File: src/rtl/ram8_bist.sv
// Built-in self-test initiator for the ram8 register file: writes a seeded
// pattern, verifies it, writes its complement, verifies again, reports result.
module ram8_bist #(
  parameter int ADDR_W = 3,
  parameter int DATA_W = 16
) (
  input  logic              clk,
  input  logic              rst_n,
  input  logic              start,
  input  logic [DATA_W-1:0] pattern,
  output logic              mem_load,
  output logic [ADDR_W-1:0] mem_address,
  output logic [DATA_W-1:0] mem_data_in,
  input  logic [DATA_W-1:0] mem_data_out,
  output logic              busy,
  output logic              done,
  output logic              pass,
  output logic              fail_phase,
  output logic [ADDR_W-1:0] fail_addr,
  output logic [DATA_W-1:0] fail_data
);

  typedef enum logic [2:0] {IDLE, WR0, RD0, WR1, RD1, DONE} state_t;

  localparam logic [ADDR_W-1:0] A_MAX = '1;

  state_t            state;
  state_t            state_next;
  logic [ADDR_W-1:0] a;
  logic [DATA_W-1:0] seed;
  logic [DATA_W-1:0] expected_word;
  logic [DATA_W-1:0] read_word;
  logic              at_max;
  logic              mismatch;

  // The second sweep uses the complement so every bit is exercised both ways.
  assign expected_word = seed ^ DATA_W'(a);
  assign read_word     = (state == RD1) ? ~expected_word : expected_word;
  assign at_max        = (a == A_MAX);
  assign mismatch      = (mem_data_out != read_word);
  assign mem_address   = a;

  always_ff @(posedge clk or negedge rst_n) begin
    if (!rst_n) state <= IDLE;
    else        state <= state_next;
  end

  always_comb begin
    state_next = state;
    case (state)
      IDLE: if (start) state_next = WR0;
      WR0:  if (at_max) state_next = RD0;
      RD0: begin
        if (mismatch)    state_next = DONE;
        else if (at_max) state_next = WR1;
      end
      WR1:  if (at_max) state_next = RD1;
      RD1:  if (mismatch || at_max) state_next = DONE;
      DONE: state_next = IDLE;
      default: state_next = IDLE;
    endcase
  end

  always_comb begin
    mem_load    = 1'b0;
    mem_data_in = '0;
    busy        = 1'b0;
    done        = 1'b0;
    case (state)
      WR0: begin
        mem_load    = 1'b1;
        mem_data_in = expected_word;
        busy        = 1'b1;
      end
      RD0: busy = 1'b1;
      WR1: begin
        mem_load    = 1'b1;
        mem_data_in = ~expected_word;
        busy        = 1'b1;
      end
      RD1: busy = 1'b1;
      DONE: done = 1'b1;
      default: ;
    endcase
  end

  // Address counter, latched seed and the sticky result registers.
  always_ff @(posedge clk or negedge rst_n) begin
    if (!rst_n) begin
      a          <= '0;
      seed       <= '0;
      pass       <= 1'b0;
      fail_phase <= 1'b0;
      fail_addr  <= '0;
      fail_data  <= '0;
    end else begin
      case (state)
        IDLE: begin
          if (start) begin
            seed       <= pattern;
            a          <= '0;
            pass       <= 1'b0;
            fail_phase <= 1'b0;
            fail_addr  <= '0;
            fail_data  <= '0;
          end
        end
        WR0, WR1: a <= a + 1'b1;
        RD0, RD1: begin
          if (mismatch) begin
            fail_phase <= (state == RD1);
            fail_addr  <= a;
            fail_data  <= mem_data_out;
            pass       <= 1'b0;
            a          <= '0;
          end else begin
            a <= a + 1'b1;
            if (state == RD1 && at_max) pass <= 1'b1;
          end
        end
        default: ;
      endcase
    end
  end

endmodule

File: config.mk
export PLATFORM = sky130hd
export DESIGN_NAME = ram8_bist
export DESIGN_NICKNAME = d
export VERILOG_FILES = /design/src/rtl/ram8_bist.sv
export SDC_FILE = /design/constraint.sdc
export NUM_CORES = 1
export LEC_CHECK = 0
export CORE_UTILIZATION = 45
export DETAILED_ROUTE_END_ITERATION = 7
export DONT_BUFFER_PORTS = 1
export HOLD_SLACK_MARGIN = 0.15
export MAX_ROUTING_LAYER = met4
export SYNTH_ARGS = -nofsm -noshare
export SYNTH_HDL_FRONTEND = slang
export SYNTH_SLANG_ARGS = --single-unit
export TNS_END_PERCENT = 20
File: constraint.sdc
create_clock -name clk -period 2.6 [get_ports clk]
set_input_delay 0.52 -clock clk [delete_from_list [all_inputs] [get_ports clk]]
set_output_delay 0.52 -clock clk [all_outputs]
set_load 0.05 [all_outputs]
# Word-level counts from Yosys, hierarchy flattened
# Index checks and enable logic that the tools add are counted.
dict set report word_totals {
  output_inout_bits 43
  reg_bits 43
}
dict set report classes {
  n_mux 26
  reduce_logical 13
  bitwise 2
  n_eq_ne 14
  add_sub_neg 1
}
# operator count
set ops {}
lappend ops {{$pmux W16 S2} 2}
lappend ops {{$mux W16} 3}
lappend ops {{$mux W3} 9}
lappend ops {{$ne A16 B16 Y1} 1}
lappend ops {{$not A16 Y16} 1}
lappend ops {{$xor A16 B3 Y16} 1}
lappend ops {{$pmux W3 S5} 1}
lappend ops {{$eq A3 B3 Y1 const B} 3}
lappend ops {{$pmux W3 S3} 1}
lappend ops {{$ne A2 B2 Y1 const B} 4}
lappend ops {{$mux W1} 7}
lappend ops {{$eq A3 B2 Y1 const B} 2}
lappend ops {{$ne A3 B3 Y1 const B} 2}
lappend ops {{$pmux W3 S2} 1}
lappend ops {{$reduce_and A3 Y1} 2}
lappend ops {{$reduce_and A5 Y1} 1}
lappend ops {{$pmux W1 S2} 2}
lappend ops {{$reduce_and A2 Y1} 2}
lappend ops {{$reduce_or A2 Y1} 2}
lappend ops {{$reduce_or A4 Y1} 1}
lappend ops {{$add A3 B1 Y3 const B} 1}
lappend ops {{$eq A3 B1 Y1 const B} 1}
lappend ops {{$logic_not A3 Y1} 1}
lappend ops {{$reduce_bool A3 Y1} 1}
lappend ops {{other kinds (4)} 4}

# Depth between registers and ports, before layout
# Gate-level depths: netlist of the first run.
dict set report logic_depth {
  word_depth 7
  mapped_depth 8
}

# Least setup slack after synthesis of the first run
# OpenSTA, ideal clock, no wires.
dict set report synth_timing {
  path_kind {flip-flop to output port}
  start {register state[1]}
  end {output mem_data_in[0]}
  stages_incl_launch_ff 6
  required_time_ns 2.080
  t_arrival_ns 2.246
  path_buffers 3
  path_slack_ns -0.166
  path_cell_list {dfrtp_1 > clkbuf_2 > clkbuf_1 > buf_1 > nor2_1 > nor3_1}
}
dict set report synth_between {
  elab_chain_len 2
}
# item line
set synth_rtl {}
lappend synth_rtl {{from (decl)} 27} ;# state_t state;
lappend synth_rtl {{from (signal assigned)} 45} ;# else state <= state_next;
lappend synth_rtl {{$eq A3 B2 Y1 or $eq A3 B1 Y1 (tied branches)} 69} ;# case (state)
lappend synth_rtl {{$pmux W16 S2 (*)} 69}
lappend synth_rtl {{to (decl)} 13} ;# output logic [DATA_W-1:0] mem_data_in,
# Every way passes the cells marked *; elsewhere a longest branch is shown, timed or not.

# Worst setup path after layout of the first run
dict set report layout_timing {
  start {register state[0]}
  end {register fail_data[10]}
}
dict set report layout_between {
  elab_chain_len 5
}
# item line
set layout_rtl {}
lappend layout_rtl {{$eq A3 B3 Y1} {38, 97}}
lappend layout_rtl {{$mux W16} 38} ;# assign read_word = (state == RD1) ? ~expected_word : expected_word;
lappend layout_rtl {{$ne A16 B16 Y1} 40} ;# assign mismatch = (mem_data_out != read_word);
lappend layout_rtl {{$ne A2 B2 Y1 (no source line)} --}
lappend layout_rtl {{$reduce_and A3 Y1 (no source line)} --}
lappend layout_rtl {{to (signal assigned)} 113} ;# fail_data <= mem_data_out;
lappend layout_rtl {{to (decl)} 20} ;# output logic [DATA_W-1:0] fail_data
# Parallel ways exist; a longest one is shown, timed or not.
# A chain may end at the register's enable or synchronous reset.

==> results of run 1 <==
-- logic make-up (layout without fill, tap and decap cells) --
kind of cell	Yosys count	after routing	synth area share (%)
buf+inv	36	60	5.97
simple gates	83	83	16.1
xor+xnor	34	34	12.3
fa+ha+maj	2	2	0.987
mux	36	36	15.0
compound gates	24	24	7.25
flops	43	43	42.4
-- critical path, cell delays in order (launching register included) --
cell and delay [ps]:
dfrtp_1 630, nor3b_4 70, or4_1 520, mux2i_1 180
nand2_1 120, o21ai_2 300, buf_12 220, mux2i_1 200
-- final timing paths --
kind                                              to  cells past startpoint            startpoint
max in group asynchronous        seed[5]$_DFFE_PN0P_                      2                 rst_n
max reg2reg                fail_data[10]$_DFFE_PN0P_                      7  state[0]$_DFFE_PN0P_
max                        fail_data[10]$_DFFE_PN0P_                      7  state[0]$_DFFE_PN0P_
min in group asynchronous   fail_addr[1]$_DFFE_PN0P_                      2                 rst_n
min                         fail_data[7]$_DFFE_PN0P_                      2       mem_data_out[7]
min reg2reg                      seed[1]$_DFFE_PN0P_                      1   seed[1]$_DFFE_PN0P_
-- final cells by class --
cell class | count | share of cell area [%]
multi-input cells | 179 | 45.4
flip-flops and latches | 43 | 37.0
repair buffers | 30 | 8.95
well taps | 70 | 3.01
inverters | 22 | 2.84
clock buffers | 7 | 2.62
clock inverters | 1 | 0.172
-- stage by stage --
| stage | worst slack (ps) | instance area [µm²] | hold WS (ps) | std cells | util, % |
|---|---|---|---|---|---|
| final | 275 | 2910 | 342 | 352 | 55.2 |
| after global routing | 40.9 | 2910 | 334 | 352 | 55.2 |
| after CTS | 143 | 2910 | 335 | 352 | 55.1 |
| after detailed placement | 293 | 2790 | 226 | 342 | 52.9 |
| after global placement | 386 | 2790 | 226 | 342 | 52.9 |
| after floorplan | 113 | 2540 | 224 | 258 | - |
-- layer usage --
metal  track usage [%]  share of wire [%]  vias to the layer above
met5                 -                  0                        -
met4              5.66               0.74                        0
met3              4.88                5.9                        4
met2              31.3                 41                       66
met1              32.0                 52                      875
li1                  -                  -                      907
-- flip-flops by register name, indices dropped and copies added, names as in the netlist --
name / cells
pass: 1
mem_address: 3
state: 3
fail_phase: 1
fail_addr: 3
seed: 16
fail_data: 16
-- repair_timing --
| item | in CTS | in global routing |
|---|---|---|
| endpoints found under the hold margin | 43 | 0 |
| endpoints found under the setup margin | 0 | 5 |
| resized for setup | 0 | 1 |
| hold buffers | 2 | 0 |
-- cells in the final DEF (no fill, tap or decap), types with 3 or more instances in the layout --
master / n
a21oi_1: 4
and2_1: 3
and3_1: 7
buf_4: 27
clkbuf_8: 5
dfrtp_1: 43
inv_1: 22
mux2_2: 16
mux2i_1: 20
nand2_1: 30
nand3_1: 5
nor2_1: 19
o211ai_1: 3
o21ai_0: 3
or2_2: 3
xnor2_1: 21
xor2_1: 12
==> results.toml, run 1 <==
[grt]
grt_pass1_wl_um = 9890
grt_usage_pct = 22.2
overflow = 0
antenna_found_initial = 0
grt_max_degree = 44
grt_pass1_vias = 1911

[synthesis]
yosys_warnings = 0
synth_top_cell_area_share_pct = 42.4
syn_inst = 258
synthTopCellsByCount = "43 x dfrtp_1, 31 x nand2_1, 22 x inv_1"
ys_ff_latch = 43
avgSynthCellArea_um2 = 9.83
yosysTopAreaCell = "dfrtp_1"
ys.flop_type = "dfrtp_1"
synth_nets = 295
async_reset_ff_share_pct = 100
ys_types = 47
yosys-top-cells-area = "dfrtp_1 42%, mux2i_1 7.9%, xnor2_1 7.3%"
synth_edf_count = 0
post-synth-top-count-cell = "dfrtp_1"
syn-cell-area_um2 = 2540
yosysSeqAreaShare_pct = 42.4

[sta]
post-route-period-util_pct = 89.4
finalSetupViolCount = 0
max_slew_margin_pct = 65.8
fin_setup_tns_ps = 0
tightest_slew_ps = 514
hold_viol = 0
slew_viol_final = 0
fmax_ghz = 0.430
fin_skew_ps = 7.32
min_period_ps = 2320
rsz0062_at_grt = "false"

[setup_path]
cp_max_fo = 18
crit_type = "flop to flop"
startpoint_type = "flop"
cp.arrival_ps = 2540
required_ps = 2820
reg2reg_slack_ps = 280
worstSetupEndpointType = "flop"

[cells_and_area]
drive_gt1_share_pct = 22.0
multi_input_area_um2 = 1320
syn2layout_area_growth_pct = 14.7
regArea_um2 = 1080
final_nets = 318
n_fill_cell = 522
antenna_cells = 0

[placement]
finalWeightedCongestion = 0.839
io_buffers = 0
place_hpwl_um = 4260

[clocking]
htreeDepth = 2
cts_buffers = 5
cts_buffer_depth = 2
cts_tree = "yes"
ctsRootBufferMaster = "clkbuf_8"
clk_latency_ps = 290
clkTransAtPathRegs_ps = 80
postCtsSetupBuffers = 0
clock-sinks = 43

[floorplan]
core-area_um2 = 5270
die_width_um = 77.1
die_y_um = 77.1
start_util_pct = 48.1
fp.dieArea_um2 = 5940
ioPinCount = 78
num_rows = 26

[drt]
totalWireLength_um = 5820
viasPerCell = 5.26
drt_iter0_markers = 106
drtPass1Iterations = 4
route.detailed.drc = 0
wire_per_inst_um = 16.5
route.antenna.remaining_nets = 0
vias = 1852

[run_status]
outcome = "complete, no violations"

[worst_hold_path]
hold_path_class = "primary input to flop"

[run]
drv_cap = 0
Power of run 1 is not shown: default switching activity piles up to over one toggle a cycle in this logic, so the estimate is an artifact.
==> run 2, diff against run 1 <==
==> constraint.sdc (replaced) <==
create_clock -name clk -period 2.4 [get_ports clk]
set_input_delay 0.48 -clock clk [delete_from_list [all_inputs] [get_ports clk]]
set_output_delay 0.48 -clock clk [all_outputs]
set_load 0.05 [all_outputs]
==> run 2 against run 1 <==
  * Register-to-register slack worse by 70 ps
  * Via count up 0.81%
  * Critical path depth decreased by 2
  * Global-route usage fell by 0.71 points
  * Highest routed layer unchanged
==> results.toml, run 2 (synthesis results as in run 1) <==
[placement]
io_buffers = 0
place_hpwl_um = 4300
place_area_um2 = 2790
finalWeightedCongestion = 0.859

[setup_path]
reg2reg_slack_ps = 210
crit_chain = "buf_4 > inv_1 > nand2_2 > nor3_2 > buf_4"
worst_path_most_repeated_cell = "buf_4"
cp.arrival_ps = 1770
required_ps = 1920
cp_max_fo = 17
worstSetupEndpointType = "output pin"
r2r_start = "seed[2]$_DFFE_PN0P_"
cp_top_family = "buffers and inverters"
cp_slowest_cell = "dfrtp_1"
startpoint_type = "flop"
r2r-end = "state[2]$_DFFE_PN0P_"
cp.buffers_inverters = 3
reg2reg_depth = 6
slowest_delay_ps = 380
crit_type = "flop to output pin"

[cells_and_area]
fin_util_pct = 55.7
syn2layout_area_growth_pct = 15.6
top_regs = "fail_data (16), seed (16)"
final_cell_mix = "43 x dfrtp_1, 30 x nand2_1, 27 x buf_4"
final_nets = 318
drive_gt1_share_pct = 23.0
final_common_cell = "dfrtp_1"
design_area_um2 = 2930
antenna_cells = 0

[floorplan]
fp.dieArea_um2 = 5940
die_y_um = 77.1
start_util_pct = 48.1
num_rows = 26
die_width_um = 77.1
core-area_um2 = 5270
ioPinCount = 78

[sta]
post-route-period-util_pct = 93.8
holdWs_ps = 310
fmax_ghz = 0.444
fin_skew_ps = 10.3
rsz0062_at_grt = "false"
hold_viol = 0
min_period_ps = 2250
finalSetupViolCount = 0
tightest_slew_ps = 521
max_slew_margin_pct = 65.3
slew_viol_final = 0

[run_status]
outcome = "complete, no violations"

[clocking]
cts_buffers = 5
ctsRootBufferMaster = "clkbuf_8"
postCtsSetupBuffers = 0
clock-sinks = 43
clkTransAtPathRegs_ps = 80
htreeDepth = 2
cts_buffer_depth = 2
clk_latency_ps = 290
cts_tree = "yes"

[grt]
grt_pass1_wl_um = 9550
grt_max_degree = 44
grt_usage_pct = 21.4
overflow = 0
grt_pass1_vias = 1856
antenna_found_initial = 0

[worst_hold_path]
hold_depth = 2
hold_path_class = "primary input to flop"
hold_start = "mem_data_out[14]"
min_to = "fail_data[14]$_DFFE_PN0P_"

[drt]
drt_iter0_markers = 71
route.detailed.drc = 0
route.antenna.remaining_nets = 0
totalWireLength_um = 5830
drtPass1Iterations = 4
wire_per_inst_um = 16.6
vias = 1867
viasPerCell = 5.30

[run]
drv_cap = 0
-- run 2: cell count changes in the layout (fill, tap and decap cells not counted) --
cell and change:
clkbuf_1 -1, clkinv_2 -1, nor2_2 +1, clkinvlp_4 +1, nor2_1 -1, clkbuf_8 +2, inv_1 -1
-- run 2: metal layers --
metal  vias up  global-route usage (%)  wire length, µm
met4         0                    3.40               17
met5         -                       -                0
li1        904                       -                -
met2        62                    30.7             2570
met3         2                    5.83              309
met1       899                    30.8             2930
-- run 2: metrics by stage --
stage / TNS (ps) / cells / worst slack (ps)
after CTS: 0 / 352 / 145
after global placement: 0 / 342 / 228
final: 0 / 352 / 148
after global routing: 0 / 352 / 12.9
after floorplan: -485 / 258 / -47.5
after detailed placement: 0 / 342 / 189
-- run 2: how the worst max path moves through the flow --
stage	start	endpoint	slack, ps	cells after the start
after global placement	mem_data_out[9]	state[2]$_DFFE_PN0P_	230	6
after global routing	state[2]$_DFFE_PN0P_	mem_data_in[0]	10	5
final	state[2]$_DFFE_PN0P_	mem_data_in[0]	150	5
after detailed placement	mem_data_out[9]	state[2]$_DFFE_PN0P_	190	6
after CTS	state[2]$_DFFE_PN0P_	mem_data_in[0]	150	5
after floorplan	state[1]$_DFFE_PN0P_	mem_data_in[11]	-50	5
-- run 2: timing repair --
action | in CTS | in global routing
endpoints found under the hold margin | 43 | 0
hold buffers | 2 | 0
gates resized for setup | 2 | 0
setup endpoints to repair | 2 | 0
-- run 2: final cells by class --
class                      count  area, µm²
fill                         510       2340
multi-input combinational    179       1320
tap                           70       87.6
sequential                    43       1080
clock buffer                   8        100
timing repair buffer          30        260
inverter                      22       86.3
Power of run 2 is left out for the same reason.
